File: src/rtl/mips_pkg.sv
`default_nettype none
// ============================================================================
//  Module      : mips_pkg
//  Description : Shared types and constants for the PC sequencing logic.
//                - seq_state_e  : fetch sequencer FSM states
//                - redir_prio_e : redirect priority levels; numerically
//                                 larger value means higher priority
//                - default RESET_VECTOR / EXC_VECTOR values
//                - align_word() : clears the byte-offset bits of a target
//  Revision    : 1.0 - initial release
// ============================================================================
package mips_pkg;

    localparam logic [31:0] RESET_VECTOR_DEFAULT = 32'h0000_0000;
    localparam logic [31:0] EXC_VECTOR_DEFAULT   = 32'h8000_0180;
    localparam logic [31:0] PC_INCREMENT         = 32'd4;

    typedef enum logic [1:0] {
        BOOT     = 2'd0,
        WAIT_ACK = 2'd1,
        HOLD     = 2'd2
    } seq_state_e;

    // Ordering matters: relational compares between levels decide which
    // redirect wins, so keep the encoding monotonic in priority.
    typedef enum logic [2:0] {
        RD_NONE   = 3'd0,
        RD_BRANCH = 3'd1,
        RD_JUMP   = 3'd2,
        RD_JR     = 3'd3,
        RD_EXC    = 3'd4
    } redir_prio_e;

    // Instruction addresses are word aligned; the low two bits of any
    // target are discarded.
    function automatic logic [31:0] align_word(input logic [31:0] addr);
        return addr & 32'hFFFF_FFFC;
    endfunction

endpackage : mips_pkg
`default_nettype wire

File: src/rtl/pc_next_sel.sv
`default_nettype none
// ============================================================================
//  Module      : pc_next_sel
//  Description : Purely combinational next-PC selection.
//                Encodes the live redirect inputs into a single priority
//                level + aligned target, then arbitrates it against the
//                pending (latched) redirect. Live wins a priority tie.
//                Falls back to pc_q + 4 (mod 2^32) with no redirect.
//  Config      : PC_SEQ_EXC_EN - adds the exc input and the EXC_VECTOR
//                redirect at top priority.
//  Ports       : pc_q                      current PC
//                exc (PC_SEQ_EXC_EN only)  exception request
//                jr / jr_target            register jump
//                jump / jump_target        direct jump
//                branch_taken / _target    taken branch
//                pend_prio / pend_target   latched redirect
//                live_prio / live_target   encoded live redirect
//                next_pc                   selected next PC
//  Revision    : 1.0 - initial release
// ============================================================================
module pc_next_sel
    import mips_pkg::*;
#(
    parameter logic [31:0] EXC_VECTOR = EXC_VECTOR_DEFAULT
) (
    input  logic [31:0] pc_q,
`ifdef PC_SEQ_EXC_EN
    input  logic        exc,
`endif
    input  logic        jr,
    input  logic [31:0] jr_target,
    input  logic        jump,
    input  logic [31:0] jump_target,
    input  logic        branch_taken,
    input  logic [31:0] branch_target,
    input  redir_prio_e pend_prio,
    input  logic [31:0] pend_target,
    output redir_prio_e live_prio,
    output logic [31:0] live_target,
    output logic [31:0] next_pc
);

    // Priority encode the live redirect requests.
    always_comb begin
        live_prio = RD_NONE;
`ifdef PC_SEQ_EXC_EN
        if (exc) begin
            live_prio = RD_EXC;
        end else
`endif
        if (jr) begin
            live_prio = RD_JR;
        end else if (jump) begin
            live_prio = RD_JUMP;
        end else if (branch_taken) begin
            live_prio = RD_BRANCH;
        end
    end

    // Target follows the encoded level. RD_EXC cannot be reached when the
    // exception path is compiled out.
    always_comb begin
        live_target = '0;
        case (live_prio)
            RD_EXC:    live_target = align_word(EXC_VECTOR);
            RD_JR:     live_target = align_word(jr_target);
            RD_JUMP:   live_target = align_word(jump_target);
            RD_BRANCH: live_target = align_word(branch_target);
            default:   live_target = '0;
        endcase
    end

    // Pending only wins when strictly higher than the live request.
    always_comb begin
        next_pc = pc_q + PC_INCREMENT;
        if (pend_prio > live_prio) begin
            next_pc = pend_target;
        end else if (live_prio != RD_NONE) begin
            next_pc = live_target;
        end
    end

endmodule : pc_next_sel
`default_nettype wire

File: src/rtl/pc_sequencer.sv
`default_nettype none
// ============================================================================
//  Module      : pc_sequencer
//  Description : Instruction fetch sequencer driving an external program
//                counter register. BOOT loads RESET_VECTOR, WAIT_ACK holds
//                a fetch request at pc_q until imem_ack, HOLD parks the PC
//                while downstream stalls. Redirects seen while the PC is not
//                being updated are kept in a single pending slot and applied
//                at the next update.
//  Config      : PC_SEQ_EXC_EN - adds the exc input; exc redirects to
//                EXC_VECTOR above every other redirect.
//  Ports       : clk, rst_n                 clock / async active-low reset
//                pc_q  (in)                 current PC
//                pc_d  (out)                next PC (combinational)
//                pc_en (out)                PC load enable
//                imem_req / imem_ack        fetch handshake at pc_q
//                fetch_valid (out)          one pulse per accepted fetch
//                stall (in)                 blocks PC update
//                branch_taken/target, jump/jump_target, jr/jr_target,
//                exc (PC_SEQ_EXC_EN only)   redirect requests
//  Revision    : 1.0 - initial release
// ============================================================================
module pc_sequencer
    import mips_pkg::*;
#(
    parameter logic [31:0] RESET_VECTOR = RESET_VECTOR_DEFAULT,
    parameter logic [31:0] EXC_VECTOR   = EXC_VECTOR_DEFAULT
) (
    input  logic        clk,
    input  logic        rst_n,
    input  logic [31:0] pc_q,
    output logic [31:0] pc_d,
    output logic        pc_en,
    output logic        imem_req,
    input  logic        imem_ack,
    output logic        fetch_valid,
    input  logic        stall,
    input  logic        branch_taken,
    input  logic [31:0] branch_target,
    input  logic        jump,
    input  logic [31:0] jump_target,
    input  logic        jr,
    input  logic [31:0] jr_target
`ifdef PC_SEQ_EXC_EN
    ,
    input  logic        exc
`endif
);

    seq_state_e  state_q;
    seq_state_e  state_d;
    redir_prio_e pend_prio_q;
    redir_prio_e pend_prio_d;
    logic [31:0] pend_target_q;
    logic [31:0] pend_target_d;

    redir_prio_e w_live_prio;
    logic [31:0] w_live_target;
    logic [31:0] w_next_pc;

    pc_next_sel #(
        .EXC_VECTOR    (EXC_VECTOR)
    ) u_pc_next_sel (
        .pc_q          (pc_q),
`ifdef PC_SEQ_EXC_EN
        .exc           (exc),
`endif
        .jr            (jr),
        .jr_target     (jr_target),
        .jump          (jump),
        .jump_target   (jump_target),
        .branch_taken  (branch_taken),
        .branch_target (branch_target),
        .pend_prio     (pend_prio_q),
        .pend_target   (pend_target_q),
        .live_prio     (w_live_prio),
        .live_target   (w_live_target),
        .next_pc       (w_next_pc)
    );

    // ------------------------------------------------------------------
    // FSM state register
    // ------------------------------------------------------------------
    always_ff @(posedge clk or negedge rst_n) begin
        if (!rst_n) begin
            state_q <= BOOT;
        end else begin
            state_q <= state_d;
        end
    end

    // ------------------------------------------------------------------
    // Next state and outputs. pc_en reacts to imem_ack/stall in the same
    // cycle so an accepted fetch advances the PC with no added latency.
    // ------------------------------------------------------------------
    always_comb begin
        state_d     = state_q;
        pc_en       = 1'b0;
        imem_req    = 1'b0;
        fetch_valid = 1'b0;
        pc_d        = w_next_pc;

        case (state_q)
            BOOT: begin
                pc_en   = 1'b1;
                pc_d    = RESET_VECTOR;
                state_d = WAIT_ACK;
            end
            WAIT_ACK: begin
                imem_req = 1'b1;
                if (imem_ack) begin
                    fetch_valid = 1'b1;
                    if (stall) begin
                        state_d = HOLD;
                    end else begin
                        pc_en = 1'b1;
                    end
                end
            end
            HOLD: begin
                if (!stall) begin
                    pc_en   = 1'b1;
                    state_d = WAIT_ACK;
                end
            end
            default: begin
                state_d = BOOT;
            end
        endcase

        // Reset is asynchronous on the outputs too: the BOOT decode above
        // would otherwise assert pc_en while rst_n is still low.
        if (!rst_n) begin
            pc_en       = 1'b0;
            imem_req    = 1'b0;
            fetch_valid = 1'b0;
            pc_d        = RESET_VECTOR;
        end
    end

    // ------------------------------------------------------------------
    // Pending redirect slot. Any PC update (including the BOOT load)
    // consumes it; otherwise only a strictly higher live request replaces
    // the held one.
    // ------------------------------------------------------------------
    always_comb begin
        pend_prio_d   = pend_prio_q;
        pend_target_d = pend_target_q;
        if (pc_en) begin
            pend_prio_d   = RD_NONE;
            pend_target_d = '0;
        end else if (w_live_prio > pend_prio_q) begin
            pend_prio_d   = w_live_prio;
            pend_target_d = w_live_target;
        end
    end

    always_ff @(posedge clk or negedge rst_n) begin
        if (!rst_n) begin
            pend_prio_q   <= RD_NONE;
            pend_target_q <= '0;
        end else begin
            pend_prio_q   <= pend_prio_d;
            pend_target_q <= pend_target_d;
        end
    end

endmodule : pc_sequencer
`default_nettype wire

File: config.mk
export PLATFORM = sky130hd
export DESIGN_NAME = pc_sequencer
export DESIGN_NICKNAME = d
export VERILOG_FILES = /design/src/rtl/mips_pkg.sv /design/src/rtl/pc_next_sel.sv /design/src/rtl/pc_sequencer.sv
export SDC_FILE = /design/constraint.sdc
export NUM_CORES = 1
export LEC_CHECK = 0
export CORE_ASPECT_RATIO = 1.2
export CORE_UTILIZATION = 45
export DETAILED_ROUTE_END_ITERATION = 7
export MAX_ROUTING_LAYER = met4
export PLACE_DENSITY = 0.83
export SYNTH_ARGS = -nofsm -noshare
export SYNTH_HDL_FRONTEND = slang
export SYNTH_HIERARCHICAL = 1
export SYNTH_SLANG_ARGS = --single-unit
File: constraint.sdc
create_clock -name clk -period 3.8 [get_ports clk]
set_clock_uncertainty 0.1 [all_clocks]
set_input_delay 0.38 -clock clk [delete_from_list [all_inputs] [get_ports clk]]
set_output_delay 0.38 -clock clk [all_outputs]
set_load 0.005 [all_outputs]
==> flow_metrics.env, run 1 <==
export IMPL_status="completed"
export IMPL_path_common_cell="clkdlybuf4s50_1"
export IMPL_wl_met1_um=6076
export IMPL_fillers=782
export IMPL_gp_congestion=0.9756
export IMPL_timing_slew_headroom_pct=33.57
export IMPL_clkLatencyLatePin_ns=0.29
export IMPL_synth_distinct_cells=45
export IMPL_rows=38
export IMPL_setup_violations=0
export IMPL_tns_ns=0
export IMPL_hold_ws_ns=0.05358
export IMPL_hold_path_class="primary input to async pin"
export IMPL_drc=0
export IMPL_final_hold_violation_count=0
export IMPL_drive_above_1_share_pct=6.192
export IMPL_rsz0062_at_grt="no"
export IMPL_synthCells=612
export IMPL_max_cap_viol_count=0
export IMPL_async_flop_share_pct=100.0
export IMPL_clk_path_buf_depth=2
export IMPL_synthToLayoutAreaGrowth_pct=42.68
export IMPL_fmax_ghz=0.2713
export IMPL_hpwl_um=11430
export IMPL_cts_tree="built"
export IMPL_start_util_pct=46.39
export IMPL_avgSynthCellArea_um2=6.884
export IMPL_layout_nets=899
export IMPL_syn_area_um2=4213
export IMPL_drv_slew=0
export IMPL_leakagePower_nw=2.330
export IMPL_seqCellArea_um2=925.9
export IMPL_dpl_instance_area_um2=5926
export IMPL_dieHeight_um=108.0
export IMPL_clockRootBuffer="clkbuf_8"
export IMPL_finalCriticalPeriod_ns=3.686
export IMPL_synth_seq_area_share_pct=21.98
export IMPL_synth_edff_count=0
export IMPL_vias=5486
export IMPL_sw_frac_of_total_pct=45.99
export IMPL_power_density_nw_per_um2=565.4
export IMPL_route_met2_wl_um=7686
export IMPL_crit_type="primary input to primary output"
export IMPL_combinationalPowerShare_pct=70.2
export IMPL_crit_chain="clkdlybuf4s50_1, or2_2, inv_1, ha_1, nor2b_1, o21ai_1, nor2b_2, nand2_1, buf_4, o22ai_1, and2_1, clkdlybuf4s50_1"
export IMPL_clkSinkCount=37
export IMPL_cp_arrival_ns=3.21
export IMPL_die_area_um2=9754
export IMPL_synth_main_ff_cell="dfrtp_1"
export IMPL_antenna_found_initial=0
export IMPL_multiInputGateArea_um2=2972
export IMPL_wl_per_cell_um=17.95
export IMPL_highest_layer="met4"
export IMPL_start_kind="primary input"
export IMPL_viasPerCell=6.241
export IMPL_port_buffers=163
export IMPL_worst_setup_path_end_kind="primary output"
export IMPL_clk_pin_slew_ns=0.08
export IMPL_dr_first_iter_drc_count=584
export IMPL_yosys_register_bits=37
export IMPL_final_cells=879
export IMPL_crit_fanout=7
export IMPL_placed_cells=871
export IMPL_irDropWorstVdd_mv=0.3496
export IMPL_p_total_mw=3.399
export IMPL_groute_usage_overall_pct=33.24
export IMPL_wl_met3_um=1326
export IMPL_grt_max_degree=40
export IMPL_postCtsHoldBufs=0
export IMPL_htreeDepth=2
export IMPL_wl_um=15780
export IMPL_period_share_pct=96.99
export IMPL_seq_power_share_pct=21.7
export IMPL_grt_overflow_total=0
export IMPL_pin_count=170
export IMPL_core_area_um2=9081
export IMPL_grt_pass1_wl_um=25580
export IMPL_max_stage_delay_ns=0.54
export IMPL_crit_slowest_cell="clkdlybuf4s50_1"
export IMPL_first_pass_iters=6
export IMPL_ys_warn_count=6
export IMPL_die_w_um=90.33
export IMPL_internal_power_mw=1.836
export IMPL_p_sw_mw=1.563
export IMPL_ant_nets=0
export IMPL_diodes=0
export IMPL_worst_pin_slew_ns=0.9965
export IMPL_worst_endpoint_required_ns=3.32
export IMPL_grt_pass1_vias=5407
export IMPL_pwr_share_clk_pct=8.1
export IMPL_cts_buffers=5
export IMPL_design_area_um2=6011
==> placed cells by master (no fill, tap or decap), types with 5 or more instances in the layout <==
| cell type | n |
|---|---|
| nor3_1 | 42 |
| nor2_1 | 85 |
| o31a_1 | 10 |
| nor4_1 | 36 |
| o21ai_0 | 33 |
| ha_1 | 6 |
| nand3_1 | 12 |
| and3_1 | 15 |
| nand4_1 | 13 |
| nand2b_1 | 11 |
| a31oi_1 | 21 |
| or3_1 | 6 |
| clkdlybuf4s50_1 | 161 |
| a21oi_1 | 15 |
| xor2_1 | 12 |
| buf_4 | 31 |
| dfrtp_1 | 37 |
| and2_1 | 54 |
| a211oi_1 | 35 |
| clkbuf_8 | 5 |
| o22ai_1 | 18 |
| nand2_1 | 49 |
| inv_1 | 7 |
| xnor2_1 | 13 |
==> layer usage <==
metal  vias up  global-route usage, %
met2       345                  57.47
met4         0                  16.24
met5         -                      -
met3        66                  3.868
met1      2573                  38.52
li1       2502                      -
==> worst max-delay path: cells and delay by family <==
kind / cells / cell delay (ns)
AO/OA/AOI/OAI: 2 / 0.38
adder cells (fa/ha/maj): 1 / 0.23
buffers and inverters: 4 / 1.27
AND/OR/NAND/NOR: 5 / 0.95
==> state kept, by name (all words and copies together) (netlist names) <==
name and count:
pend_prio_q 3, state_q 2, pend_target_q 32
==> cells in the mapped netlist, drive strengths merged, types with 13 or more instances <==
| cell type | n | area [um^2] |
|---|---|---|
| nor4 | 37 | 246.5 |
| dfrtp | 37 | 925.9 |
| clkbuf | 30 | 113.9 |
| nand4 | 13 | 81.33 |
| o22ai | 18 | 112.6 |
| nor3 | 42 | 210.2 |
| nor2 | 85 | 319.1 |
| xnor2 | 13 | 113.9 |
| o21ai | 34 | 170.2 |
| nand2 | 49 | 183.9 |
| a21oi | 16 | 83.83 |
| and3 | 15 | 93.84 |
| a211oi | 35 | 262.8 |
| a31oi | 21 | 131.4 |
| buf | 27 | 185.2 |
| nand3 | 14 | 80.08 |
| and2 | 54 | 337.8 |
==> final timing paths <==
kind | startpoint | to | slack, ns | cells after the start
max | jump | pc_d[18] | 0.11 | 12
min | rst_n | pend_target_q[1]$_DFFE_PN0P_ | 0.05 | 2
min reg2reg | pend_target_q[10]$_DFFE_PN0P_ | pend_target_q[10]$_DFFE_PN0P_ | 0.49 | 2
max in group asynchronous | rst_n | pend_target_q[7]$_DFFE_PN0P_ | 3.18 | 2
min in group clk | pend_target_q[10]$_DFFE_PN0P_ | pend_target_q[10]$_DFFE_PN0P_ | 0.49 | 2
max reg2reg | pend_prio_q[2]$_DFFE_PN0P_ | pend_prio_q[2]$_DFFE_PN0P_ | 1.41 | 6
==> metrics by stage <==
step	util [%]	setup WS, ns
after global placement	65.25	0.1064
after global routing	66.19	0.002029
after CTS	66.16	0.03769
after floorplan	-	0.8092
after detailed placement	65.25	0.05147
final	66.19	0.1145
==> cell type report <==
cell class / count / share of cell area, %
clock buffers: 6 / 1.207
inverters: 7 / 0.4371
repair buffers: 194 / 30.85
clock inverters: 2 / 0.1665
flip-flops and latches: 37 / 15.40
well taps: 120 / 2.498
multi-input cells: 513 / 49.44
==> kinds of logic after synthesis <==
logic type,Yosys count,synth area share (%)
simple gates,335,41.08
compound gates,143,21.92
buf+inv,64,7.722
flops,37,21.98
xor+xnor,25,5.198
fa+ha+maj,6,1.782
other cells,1,0.08901
mux,1,0.2376
==> power groups by stage <==
| stage | Clock [mW] | Sequential [mW] | Combinational, mW |
|---|---|---|---|
| detailed placement | 0 | 0.742 | 2.33 |
| global route | 0.299 | 0.765 | 2.60 |
| global placement | 0 | 0.723 | 2.26 |
| finish | 0.275 | 0.739 | 2.39 |
| CTS | 0.275 | 0.734 | 2.34 |
| floorplan | 0 | 0.702 | 1.52 |
==> what timing repair did <==
item | CTS | global route
setup endpoints to repair | 0 | 19
buffers inserted | 0 | 0
resized for setup | 0 | 2
hold endpoints to repair | 0 | 0
Power figures use the tool's default switching activity.
==> run 2: changes to the inputs <==
--- a/config.mk
+++ b/config.mk
@@ -5,7 +5,6 @@
 export SDC_FILE = /design/constraint.sdc
 export NUM_CORES = 1
 export LEC_CHECK = 0
-export CORE_ASPECT_RATIO = 1.2
 export CORE_UTILIZATION = 45
 export DETAILED_ROUTE_END_ITERATION = 7
 export MAX_ROUTING_LAYER = met4
==> run 2 against run 1 <==
Effect of this change:
- register-to-register slack worse by 0.02 ns
- via count down 3.4%
- sequential share of layout area about the same
- combinational power about the same
- final cell count down 1.4%
- hold slack worse by 0.0021 ns
- global-route usage down 0.19 points
- clock power up 7.3%
- utilization up 1.5 points
- first-iteration DRC count down 25%
- non-clock buffer count unchanged
- total power up 1.0%
==> flow_metrics.env, run 2 (same netlist as run 1, synthesis figures left out) <==
export IMPL_status="completed"
export IMPL_wl_per_cell_um=18.10
export IMPL_largest_reg_flops=32
export IMPL_dr_first_iter_drc_count=440
export IMPL_grt_pass1_vias=5213
export IMPL_sw_frac_of_total_pct=45.88
export IMPL_clkSinkCount=37
export IMPL_worst_endpoint_required_ns=3.32
export IMPL_cts_tree="built"
export IMPL_pwr_share_clk_pct=8.6
export IMPL_postLayoutCoreUtil_pct=67.73
export IMPL_ant_nets=0
export IMPL_max_cap_viol_count=0
export IMPL_top_regs="pend_target_q x32, pend_prio_q x3, state_q x2"
export IMPL_cp_arrival_ns=3.23
export IMPL_port_buffers=163
export IMPL_r2r_slack_ns=1.39
export IMPL_layout_nets=899
export IMPL_leakagePower_nw=2.333
export IMPL_clk_path_buf_depth=2
export IMPL_fmax_ghz=0.2693
export IMPL_crit_fanout=8
export IMPL_rsz0062_at_grt="no"
export IMPL_grt_max_degree=63
export IMPL_wl_um=15700
export IMPL_die_w_um=98.76
export IMPL_hold_path_class="primary input to async pin"
export IMPL_rows=34
export IMPL_die_area_um2=9753
export IMPL_gp_congestion=0.9228
export IMPL_core_area_um2=8891
export IMPL_drc=0
export IMPL_dieHeight_um=98.76
export IMPL_dpl_instance_area_um2=5923
export IMPL_final_hold_violation_count=0
export IMPL_start_util_pct=47.38
export IMPL_cp_top_family="buffers and inverters"
export IMPL_max_stage_delay_ns=0.51
export IMPL_combinationalPowerShare_pct=69.8
export IMPL_internal_power_mw=1.859
export IMPL_grt_pass1_wl_um=25140
export IMPL_antenna_found_initial=0
export IMPL_viasPerCell=6.115
export IMPL_regMostFlops="pend_target_q"
export IMPL_crit_slowest_cell="clkdlybuf4s50_1"
export IMPL_drive_above_1_share_pct=6.456
export IMPL_placed_cells=859
export IMPL_r2r_end="pend_target_q[22]$_DFFE_PN0P_"
export IMPL_setup_violations=0
export IMPL_final_cell_mix="clkdlybuf4s50_1 (161), nor2_1 (85), and2_1 (54)"
export IMPL_crit_chain="clkdlybuf4s50_1, or2_2, inv_1, ha_1, nor2b_1, o21ai_1, nor2b_2, buf_4, buf_4, nor2_1, o22ai_1, and2_1, clkdlybuf4s50_1"
export IMPL_post_cts_setup_buffer_count=0
export IMPL_clk_pin_slew_ns=0.09
export IMPL_worst_pin_slew_ns=1.051
export IMPL_seq_power_share_pct=21.6
export IMPL_pin_count=170
export IMPL_drv_slew=0
export IMPL_irDropWorstVdd_mv=0.3456
export IMPL_groute_usage_overall_pct=33.05
export IMPL_design_area_um2=6022
export IMPL_p_sw_mw=1.576
export IMPL_power_density_nw_per_um2=570.3
export IMPL_clkLatencyLatePin_ns=0.30
export IMPL_tns_ns=0
export IMPL_crit_type="primary input to primary output"
export IMPL_timing_slew_headroom_pct=29.96
export IMPL_htreeDepth=2
export IMPL_hpwl_um=11460
export IMPL_vias=5302
export IMPL_diodes=0
export IMPL_reg2reg_depth=6
export IMPL_finalCriticalPeriod_ns=3.713
export IMPL_worst_setup_path_end_kind="primary output"
export IMPL_path_buf_inv=5
export IMPL_r2r_start="pend_prio_q[2]$_DFFE_PN0P_"
export IMPL_clockRootBuffer="clkbuf_8"
export IMPL_cts_buffers=5
export IMPL_grt_overflow_total=0
export IMPL_start_kind="primary input"
export IMPL_synthToLayoutAreaGrowth_pct=42.95
export IMPL_first_pass_iters=5
export IMPL_layout_commonest_cell="clkdlybuf4s50_1"
export IMPL_period_share_pct=97.72
export IMPL_final_cells=867
[run 2: cell count changes in the layout (fill, tap and decap cells not counted), sizes merged]
cell | before | now
inv | 7 | 8
clkbuf | 6 | 5
clkinvlp | 0 | 1
clkinv | 2 | 1
[run 2: through the flow]
stage	hold slack [ns]	power, mW	setup slack, ns
detailed placement	0.3895	3.090	0.08039
floorplan	-0.01559	2.223	0.8092
global placement	0.3788	3.003	0.1259
global route	0.09608	3.686	0.003852
finish	0.05147	3.434	0.08674
CTS	0.06181	3.391	0.07167
[run 2: what timing repair did]
action                                  CTS  global route
resized for setup                         0             3
hold buffers                              0             0
endpoints found under the setup margin    0             8
hold endpoints to repair                  0             0
[run 2: layer usage]
metal  vias up  GRT usage [%]  part of all wire (%)
met5         -              -                     0
met4         0          12.86                   2.6
met3        33          4.184                   7.8
met2       291          53.09                    48
met1      2472          42.36                    42
li1       2506              -                     -
[run 2: how the worst max path moves through the flow]
stage / start / end / slack, ns / cells after the start
after global placement: pc_q[2] / pc_d[20] / 0.13 / 9
after detailed placement: jump / pc_d[9] / 0.08 / 13
final: jump / pc_d[9] / 0.09 / 13
after CTS: jump / pc_d[9] / 0.07 / 13
after global routing: jump / pc_d[9] / 0.004 / 13
after floorplan: jump / pc_d[11] / 0.81 / 13
[run 2: area by class of cell]
class	instances	area, um^2
inverters	7	26.28
repair buffers	194	1867
fillers	778	2869
clock inverters	3	25.02
well taps	108	135.1
multi-input cells	513	2974
flip-flops and latches	37	925.9
clock buffers	5	68.82
[run 2: power groups by stage]
stage	Sequential, mW	Combinational, mW	Clock [mW]
final	0.741	2.40	0.295
after detailed placement	0.743	2.35	0
after floorplan	0.702	1.52	0
after global placement	0.725	2.28	0
after CTS	0.735	2.36	0.298
after global routing	0.763	2.61	0.312
